[config.mk]
export PLATFORM = sky130hd
export DESIGN_NAME = dnp3_link_rx
export DESIGN_NICKNAME = d
export VERILOG_FILES = /design/src/rtl/dnp3_link_rx.sv
export SDC_FILE = /design/constraint.sdc
export NUM_CORES = 1
export LEC_CHECK = 0
export BUFFER_PORTS_ARGS = -buffer_cell sky130_fd_sc_hd__buf_4
export CORE_MARGIN = 2
export CORE_UTILIZATION = 34
export CTS_BUF_LIST = sky130_fd_sc_hd__clkbuf_16
export DETAILED_ROUTE_END_ITERATION = 8
export GPL_ROUTABILITY_DRIVEN = 0
export SETUP_SLACK_MARGIN = 0.02
export SYNTH_ARGS = -nofsm -noshare
export SYNTH_HDL_FRONTEND = slang
export SYNTH_SLANG_ARGS = --single-unit
[constraint.sdc]
create_clock -name clk -period 2.2 [get_ports clk]
set_input_delay 0 -clock clk [delete_from_list [all_inputs] [get_ports clk]]
set_output_delay 0 -clock clk [all_outputs]
set_load 0.02 [all_outputs]
[src/rtl/dnp3_link_rx.sv]
// dnp3_link_rx -- DNP3 link-layer frame receiver.
//
// Hunts the UART byte stream for the 0x05 0x64 start sequence, parses the
// 10-byte header, verifies the header CRC and every user-data block CRC
// (CRC-16/DNP), matches the destination against ADDR_LIST plus optional
// broadcast, enforces an inter-byte timeout, streams user data and keeps
// saturating frame/error counters.
//
// Ports:
//   clk, rst_n     system clock, asynchronous active-low reset
//   data_in        received byte, qualified by data_valid (1-cycle strobe)
//   frame_valid    1-cycle pulse: complete frame, all CRCs good
//   frame_error    1-cycle pulse: frame aborted, cause in err_code
//   err_code       2 bad LEN, 3 header CRC, 4 data CRC, 5 timeout (held)
//   control        link control byte of the last good header
//   dest_addr      destination of the last good header
//   src_addr       source of the last good header
//   addr_match     destination hit ADDR_LIST or broadcast
//   addr_index     lowest matching ADDR_LIST index (0 for broadcast/no hit)
//   bcast          destination in 0xFFFD..0xFFFF with ACCEPT_BCAST=1
//   user_data      user-data byte with CRC bytes stripped
//   user_valid     1-cycle strobe for user_data (only for matched frames)
//   frame_cnt      saturating count of matched good frames
//   error_cnt      saturating count of aborted frames
module dnp3_link_rx #(
    parameter int unsigned              NUM_ADDR       = 2,
    parameter logic [16*NUM_ADDR-1:0]   ADDR_LIST      = {16'h0002, 16'h0001},
    parameter bit                       ACCEPT_BCAST   = 1'b1,
    parameter int unsigned              TIMEOUT_CYCLES = 12000,
    parameter int unsigned              CNT_W          = 16
) (
    input  logic             clk,
    input  logic             rst_n,
    input  logic [7:0]       data_in,
    input  logic             data_valid,
    output logic             frame_valid,
    output logic             frame_error,
    output logic [2:0]       err_code,
    output logic [7:0]       control,
    output logic [15:0]      dest_addr,
    output logic [15:0]      src_addr,
    output logic             addr_match,
    output logic [2:0]       addr_index,
    output logic             bcast,
    output logic [7:0]       user_data,
    output logic             user_valid,
    output logic [CNT_W-1:0] frame_cnt,
    output logic [CNT_W-1:0] error_cnt
);

    localparam int unsigned TW = (TIMEOUT_CYCLES > 1) ? $clog2(TIMEOUT_CYCLES) : 1;
    localparam logic [TW-1:0] TO_LAST = TW'(TIMEOUT_CYCLES - 1);

    localparam logic [2:0] ERR_LEN  = 3'd2;
    localparam logic [2:0] ERR_HCRC = 3'd3;
    localparam logic [2:0] ERR_DCRC = 3'd4;
    localparam logic [2:0] ERR_TO   = 3'd5;

    typedef enum logic [2:0] {
        S_HUNT, S_SYNC, S_HDR, S_HCRC, S_DATA, S_DCRC, S_DONE
    } state_t;

    state_t          state_q, state_n;
    logic [15:0]     crc_q, crc_n;
    logic [3:0]      byte_cnt_q;
    logic [7:0]      rem_q;
    logic [7:0]      len_q, ctrl_q, crc_lo_q;
    logic [15:0]     dst_q, src_q;
    logic [TW-1:0]   to_cnt_q;

    logic            timeout_hit;
    logic            crc_ok;
    logic            ev_fv, ev_fe, ev_hdr, ev_user;
    logic [2:0]      ev_err;
    logic            list_hit, bc_hit;
    logic [2:0]      list_idx;

    // Reflected CRC-16/DNP update, one byte, LSB first.
    function automatic logic [15:0] crc_byte(input logic [15:0] c, input logic [7:0] d);
        logic [15:0] r;
        r = c;
        for (int unsigned i = 0; i < 8; i++) begin
            if (r[0] ^ d[i]) r = (r >> 1) ^ 16'hA6BC;
            else             r = r >> 1;
        end
        return r;
    endfunction

    // Received CRC arrives low byte first; the low byte is parked in crc_lo_q.
    assign crc_ok = ({data_in, crc_lo_q} == ~crc_q);

    // Idle counter is not armed in HUNT, nor in the single DONE cycle.
    assign timeout_hit = !data_valid && (state_q != S_HUNT) && (state_q != S_DONE)
                         && (to_cnt_q == TO_LAST);

    // Destination lookup: first (lowest) matching entry wins.
    always_comb begin
        list_hit = 1'b0;
        list_idx = '0;
        for (int unsigned i = 0; i < NUM_ADDR; i++) begin
            if (!list_hit && (dst_q == ADDR_LIST[16*i +: 16])) begin
                list_hit = 1'b1;
                list_idx = 3'(i);
            end
        end
    end

    assign bc_hit = ACCEPT_BCAST && (dst_q >= 16'hFFFD);

    always_ff @(posedge clk or negedge rst_n) begin
        if (!rst_n) state_q <= S_HUNT;
        else        state_q <= state_n;
    end

    always_comb begin
        state_n = state_q;
        crc_n   = crc_q;
        ev_fv   = 1'b0;
        ev_fe   = 1'b0;
        ev_err  = '0;
        ev_hdr  = 1'b0;
        ev_user = 1'b0;
        if (timeout_hit) begin
            ev_fe   = 1'b1;
            ev_err  = ERR_TO;
            state_n = S_HUNT;
        end else if (data_valid) begin
            unique case (state_q)
                // DONE lasts one cycle; a byte arriving then is treated as in HUNT
                S_HUNT, S_DONE: begin
                    if (data_in == 8'h05) begin
                        state_n = S_SYNC;
                        crc_n   = crc_byte(16'h0000, 8'h05);
                    end else begin
                        state_n = S_HUNT;
                    end
                end
                S_SYNC: begin
                    if (data_in == 8'h64) begin
                        state_n = S_HDR;
                        crc_n   = crc_byte(crc_q, data_in);
                    end else if (data_in == 8'h05) begin
                        crc_n   = crc_byte(16'h0000, 8'h05);
                    end else begin
                        state_n = S_HUNT;
                    end
                end
                S_HDR: begin
                    crc_n = crc_byte(crc_q, data_in);
                    if ((byte_cnt_q == 4'd0) && (data_in < 8'd5)) begin
                        ev_fe   = 1'b1;
                        ev_err  = ERR_LEN;
                        state_n = S_HUNT;
                    end else if (byte_cnt_q == 4'd5) begin
                        state_n = S_HCRC;
                    end
                end
                S_HCRC: begin
                    if (byte_cnt_q == 4'd1) begin
                        if (crc_ok) begin
                            ev_hdr = 1'b1;
                            if (len_q == 8'd5) begin
                                state_n = S_DONE;
                                ev_fv   = 1'b1;
                            end else begin
                                state_n = S_DATA;
                                crc_n   = '0;
                            end
                        end else begin
                            ev_fe   = 1'b1;
                            ev_err  = ERR_HCRC;
                            state_n = S_HUNT;
                        end
                    end
                end
                S_DATA: begin
                    crc_n   = crc_byte(crc_q, data_in);
                    ev_user = addr_match;
                    if ((byte_cnt_q == 4'd15) || (rem_q == 8'd1)) state_n = S_DCRC;
                end
                S_DCRC: begin
                    if (byte_cnt_q == 4'd1) begin
                        if (!crc_ok) begin
                            ev_fe   = 1'b1;
                            ev_err  = ERR_DCRC;
                            state_n = S_HUNT;
                        end else if (rem_q == 8'd0) begin
                            state_n = S_DONE;
                            ev_fv   = 1'b1;
                        end else begin
                            state_n = S_DATA;
                            crc_n   = '0;
                        end
                    end
                end
                default: state_n = S_HUNT;
            endcase
        end else if (state_q == S_DONE) begin
            state_n = S_HUNT;
        end
    end

    // Parsing datapath: CRC accumulator, byte position, header shadows.
    always_ff @(posedge clk or negedge rst_n) begin
        if (!rst_n) begin
            crc_q      <= '0;
            byte_cnt_q <= '0;
            rem_q      <= '0;
            len_q      <= '0;
            ctrl_q     <= '0;
            crc_lo_q   <= '0;
            dst_q      <= '0;
            src_q      <= '0;
            to_cnt_q   <= '0;
        end else begin
            crc_q <= crc_n;

            // byte_cnt_q is the byte position within the current state
            if (state_n != state_q) byte_cnt_q <= '0;
            else if (data_valid)    byte_cnt_q <= byte_cnt_q + 4'd1;

            if (data_valid) begin
                unique case (state_q)
                    S_HDR: begin
                        unique case (byte_cnt_q)
                            4'd0:    len_q       <= data_in;
                            4'd1:    ctrl_q      <= data_in;
                            4'd2:    dst_q[7:0]  <= data_in;
                            4'd3:    dst_q[15:8] <= data_in;
                            4'd4:    src_q[7:0]  <= data_in;
                            4'd5:    src_q[15:8] <= data_in;
                            default: ;
                        endcase
                    end
                    S_HCRC, S_DCRC: if (byte_cnt_q == 4'd0) crc_lo_q <= data_in;
                    S_DATA:         rem_q <= rem_q - 8'd1;
                    default: ;
                endcase
            end
            if (ev_hdr) rem_q <= len_q - 8'd5;

            if (data_valid || timeout_hit || (state_q == S_HUNT) || (state_q == S_DONE))
                to_cnt_q <= '0;
            else
                to_cnt_q <= to_cnt_q + TW'(1);
        end
    end

    // Registered outputs and counters.
    always_ff @(posedge clk or negedge rst_n) begin
        if (!rst_n) begin
            frame_valid <= 1'b0;
            frame_error <= 1'b0;
            err_code    <= '0;
            control     <= '0;
            dest_addr   <= '0;
            src_addr    <= '0;
            addr_match  <= 1'b0;
            addr_index  <= '0;
            bcast       <= 1'b0;
            user_data   <= '0;
            user_valid  <= 1'b0;
            frame_cnt   <= '0;
            error_cnt   <= '0;
        end else begin
            frame_valid <= ev_fv;
            frame_error <= ev_fe;
            user_valid  <= ev_user;
            if (ev_fe)   err_code  <= ev_err;
            if (ev_user) user_data <= data_in;
            if (ev_hdr) begin
                control    <= ctrl_q;
                dest_addr  <= dst_q;
                src_addr   <= src_q;
                addr_match <= list_hit || bc_hit;
                addr_index <= list_idx;
                bcast      <= bc_hit;
            end
            if (frame_valid && addr_match && (frame_cnt != '1))
                frame_cnt <= frame_cnt + CNT_W'(1);
            if (frame_error && (error_cnt != '1))
                error_cnt <= error_cnt + CNT_W'(1);
        end
    end

endmodule

# Yosys cells after proc, flatten, opt, wreduce, memory -nomap -nowiden
# Cells that the tools add are included.
[totals]
reg_bits = 192
inputBits = 11
wordCells = 300
[op_classes]
n_addsub = 6
magnitude_cmp = 2
n_eq_ne = 30
n_mux = 157
bitwise_logic = 46
reduce_logical = 34
[op_table]
columns = ["operator", "count"]
rows = [
  ["16-bit two-way mux", 100],
  ["8-bit inverter with 9-bit output", 22],
  ["16-bit one-hot mux with 6 select lines", 1],
  ["3-bit two-way mux", 16],
  ["16-bit by 1-bit adder with 16-bit output, second input constant", 2],
  ["16-bit inequality test, second input constant", 2],
  ["1-bit two-way mux", 25],
  ["8-bit two-way mux", 3],
  ["1-bit XOR", 22],
  ["3-bit AND reduction", 7],
  ["3-bit one-hot mux with 6 select lines", 1],
  ["16-bit by 1-bit == test with 1-bit output, second input constant", 1],
  ["16-bit == test", 1],
  ["16-bit by 2-bit == test with 1-bit output, second input constant", 1],
  ["8-bit by 3-bit == test with 1-bit output, second input constant", 2],
  ["16-bit >= comparator, second input constant", 1],
  ["16-bit inverter", 1],
  ["14-bit by 1-bit adder with 14-bit output, second input constant", 1],
  ["14-bit == test, second input constant", 1],
  ["14-bit two-way mux", 1],
  ["2-bit inequality test, second input constant", 6],
  ["2-bit two-way mux", 5],
  ["3-bit == test, second input constant", 3],
  ["3-bit one-hot mux with 3 select lines", 1],
  ["other kinds (29)", 49],
]

# Longest topological paths before layout
[logic_depth]
depth_word = 46
mapped_depth = 10
ltp_nobuf = 9

# Worst setup path after synthesis
# No wires, ideal clock.
[synth_path]
path_type = "register to register"
startpoint = "register crc_q[9]"
endpoint = "register src_addr[10]"
t_arrival_ps = 2034
t_required_ps = 2073
slack_ps = 39
path_stages_with_launch = 8
path_buffers = 2
synth_period_minus_slack_ps = 2161
path_cell_list = "dfrtp_1 > xnor2_1 > nor4_1 > nand4_1 > nor4_2 > buf_2 > buf_4 > mux2_1"
[synth_via]
elab_chain_cells = 7
[synth_rtl]
columns = ["item", "line", "text"]
rows = [
  ["start: declaration", "64", "logic [15:0] crc_q, crc_n;"],
  ["start signal: assignment", "216", "crc_q <= crc_n;"],
  ["16-bit inverter", "90", "assign crc_ok = ({data_in, crc_lo_q} == ~crc_q);"],
  ["16-bit == test", "90", ""],
  ["1-bit two-way mux", "160", "if (crc_ok) begin"],
  ["1-bit two-way mux", "159", "if (byte_cnt_q == 4'd1) begin"],
  ["1-bit two-way mux", "128", "unique case (state_q)"],
  ["1-bit two-way mux", "127", "end else if (data_valid) begin"],
  ["1-bit two-way mux", "123", "if (timeout_hit) begin"],
  ["end signal: assignment", "274", "src_addr <= src_q;"],
  ["end: declaration", "41", "output logic [15:0] src_addr,"],
]
# Every way passes these cells.
# A chain may end at the register's enable or synchronous reset.

# Worst setup path after layout
[layout_path]
startpoint = "register crc_lo_q[6]"
endpoint = "register src_addr[0]"
[layout_via]
elab_chain_cells = 6
[layout_rtl]
columns = ["item", "line", "text"]
rows = [
  ["start: declaration", "67", "logic [7:0] len_q, ctrl_q, crc_lo_q;"],
  ["start signal: assignment", "235", "S_HCRC, S_DCRC: if (byte_cnt_q == 4'd0) crc_lo_q <= data_in;"],
  ["16-bit == test", "90", ""],
  ["1-bit two-way mux", "160", ""],
  ["1-bit two-way mux", "159", ""],
  ["1-bit two-way mux", "128", ""],
  ["1-bit two-way mux", "127", ""],
  ["1-bit two-way mux", "123", ""],
]
# Every way passes these cells.

==> metrics.cfg <==
[power]
pwr-share-clk_pct = 22.9
cellLeakagePower_nw = 5.92
internal-power_mw = 8.63
p_sw_share_pct = 35.3
power.total_mw = 13.3
peakVddDrop_mv = 0.599
powerDensity_nw_per_um2 = 1070
power_switching_mw = 4.71
power_frac_seq_pct = 34.4
combinationalPowerShare_pct = 42.7

[worst_setup_path]
endpoint_kind = register
worstSetupStartpoint = crc_lo_q[6]$_DFFE_PN0P_
crit_required_ns = 2.53
reg2reg_depth = 8
rrSetupSlack_ns = -0.16
cp-start-kind = register
reg2reg_to = src_addr[0]$_DFFE_PN0P_
cp.arrival_ns = 2.68
path_max_fanout = 9
worstSetupPathType = register to register
rr_startpoint = crc_lo_q[6]$_DFFE_PN0P_
worstSetupEndpoint = src_addr[0]$_DFFE_PN0P_

[clock_network]
htreeDepth = 4
cts_max_path_buffers = 2
clk_latency_ns = 0.44
numCtsBuffers = 17
clock-sinks = 190
cts_tree = yes
root_buffer = clkbuf_16
cts.clk_slew.worst_paths_ns = 0.08

[timing]
slew_violations = 0
setup_slack_ns = -0.155
fmax_ghz = 0.425
period_needed_ns = 2.36
rsz0062_at_grt = yes
worst_slew_pin_slew_ns = 0.552
skew_ns = 0.0186
fin_crit_sh_pct = 107
finalHoldViolations = 0
setup_viol = 50
slew-limit-headroom_pct = 63.1

[logic_synthesis]
synth.distinct_cells = 70
synth_edf_count = 0
syn_area_um2 = 9310
synth_flop_cell = dfrtp_1
ys_ff_latch = 190
synth_area_leaders = dfrtp_1 (51%), mux2_2 (11%), xnor2_1 (6.6%)
yosysWarnings = 0
yosys.area.top_type_share_pct = 51.1
synth_area_leader_cell = dfrtp_1
syn_inst = 783
ys_seq_area_share_pct = 51.1
async_flop_share_pct = 100
syn_area_per_cell_um2 = 11.9

[layout]
multi_input_area_um2 = 4770
areaGrowthSynthToFinish_pct = 34.2
nets = 1029
fill_cells = 2475
antenna_cells = 0
layout_common_cells = buf_4 (211), dfrtp_1 (189), mux2_2 (75)
final_cell_count_no_fill = 1360
layout-drive-gt1-share_pct = 41.3
final_common_cell = buf_4
ff_latch_area_um2 = 4760

[route]
avgViaCountPerCell = 4.99
wl_per_cell_um = 17.1
dr_total_vias = 6783
drt_first_pass_iters = 4
drt_wl_total_mm = 23.3
drt_iter0_markers = 444
drc = 0
ant_nets = 0

[placed_design]
io_buffers = 99
placed_cells = 1313
dp_hpwl_mm = 16.6

[die]
die_area_um2 = 28700
core_area_um2 = 27000
initial_core_util_pct = 34.5
io-pin-count = 102
row_count = 60
fp.dieW_um = 169
fp.dieH_um = 169

[global_route]
grt_pass1_wl_mm = 36.6
first_global_vias = 6827
antenna_found_initial = 0
grt_max_degree = 57
grt_usage_pct = 16.2
grt_remaining_overflow = 0

[min_path]
hold_path.class = input pin to asynchronous set/reset pin

[run_status]
violations = setup timing
status = complete, but fails checks

[job]
max-cap-violations = 0

logic make-up (layout without fill, tap and decap cells):
| group | Yosys count | after routing | synth area share, % |
|---|---|---|---|
| adder cells (fa/ha/maj) | 12 | 12 | 1.61 |
| other | 1 | 2 | 0.0403 |
| AO/OA/AOI/OAI | 91 | 91 | 6.73 |
| buffers and inverters | 44 | 279 | 2.08 |
| flip-flops | 190 | 190 | 51.1 |
| multiplexers | 110 | 110 | 13.3 |
| AND/OR/NAND/NOR | 218 | 218 | 12.9 |
| XOR/XNOR | 117 | 117 | 12.3 |
per-stage QoR:
stage | setup TNS [ns] | hold slack, ns | instance area (um^2) | setup WS (ns) | util, %
finish | -6.17 | 0.108 | 12500 | -0.155 | 46.4
detailed placement | -9.87 | 0.0116 | 11400 | -0.212 | 42.2
CTS | -3.82 | 0.0965 | 12200 | -0.109 | 45.2
floorplan | 0 | -0.296 | 9310 | 0.0388 | -
global placement | -10.39 | 0.0161 | 11400 | -0.218 | 42.2
global route | -11.32 | 0.112 | 12500 | -0.238 | 46.4
worst max-delay path, cell delays in order (launching register included):
cell and delay [ns]:
dfrtp_1 0.40, xnor2_1 0.16, nor4_2 0.37, nand4_1 0.26
nor4_4 0.25, buf_4 0.18, buf_12 0.15, buf_12 0.13
mux2_2 0.33
Yosys cell counts, types with 13 or more instances:
master / n
dfrtp_1: 190
nand4_1: 19
clkbuf_1: 13
nand3_1: 21
mux2_1: 22
a21oi_1: 23
xor2_1: 36
nor2_1: 45
nand2_1: 52
mux2_2: 87
xnor2_1: 70
inv_1: 15
area by class of cell:
type	instances	area share, %
multi-input cells	550	38.2
flip-flops and latches	190	38.1
repair buffers	231	15.3
well taps	341	3.41
clock buffers	17	3.40
clock inverters	15	1.19
inverters	16	0.481
sequential cells by signal, summed over array words and instances, names as in the netlist, 3 cells and up:
name,cells
byte_cnt_q,4
control,8
crc_lo_q,8
crc_q,16
ctrl_q,8
dest_addr,16
dst_q,16
err_code,3
error_cnt,16
frame_cnt,16
len_q,8
rem_q,8
src_addr,16
src_q,16
state_q,3
to_cnt_q,14
user_data,8
metal layers:
layer	wire, um	GRT usage, %
met1	11100	22.2
met2	11000	25.8
met3	985	3.66
met4	230	4.46
met5	0	0
worst min path at each step:
stage                from                   endpoint  slack, ns  cells after the start
2_1_floorplan       rst_n  addr_index[0]$_DFFE_PN0P_      -0.30                      0
3_3_place_gp        rst_n   src_addr[10]$_DFFE_PN0P_       0.02                      1
3_5_place_dp        rst_n   src_addr[10]$_DFFE_PN0P_       0.01                      1
4_1_cts        data_in[6]      dst_q[14]$_DFFE_PN0P_        0.1                      3
5_1_grt        data_in[5]      dst_q[13]$_DFFE_PN0P_       0.11                      3
6_report            rst_n       dst_q[3]$_DFFE_PN0P_       0.11                      2
repair_timing:
item | 4_1_cts | 5_1_grt
setup buffers | 0 | 11
endpoints found under the hold margin | 198 | 0
hold buffers | 4 | 0
endpoints found under the setup margin | 79 | 80
cloned | 0 | 1
gates resized for setup | 43 | 43
pin swaps | 1 | 19
power by group through the flow:
stage | clock network [mW] | logic (mW) | registers, mW
floorplan | 0 | 3.40 | 4.58
global route | 3.26 | 6.20 | 4.67
finish | 3.06 | 5.69 | 4.59
global placement | 0 | 5.23 | 4.60
CTS | 3.14 | 5.37 | 4.57
detailed placement | 0 | 5.25 | 4.61
Note: power is estimated with default switching activity, not from simulation.
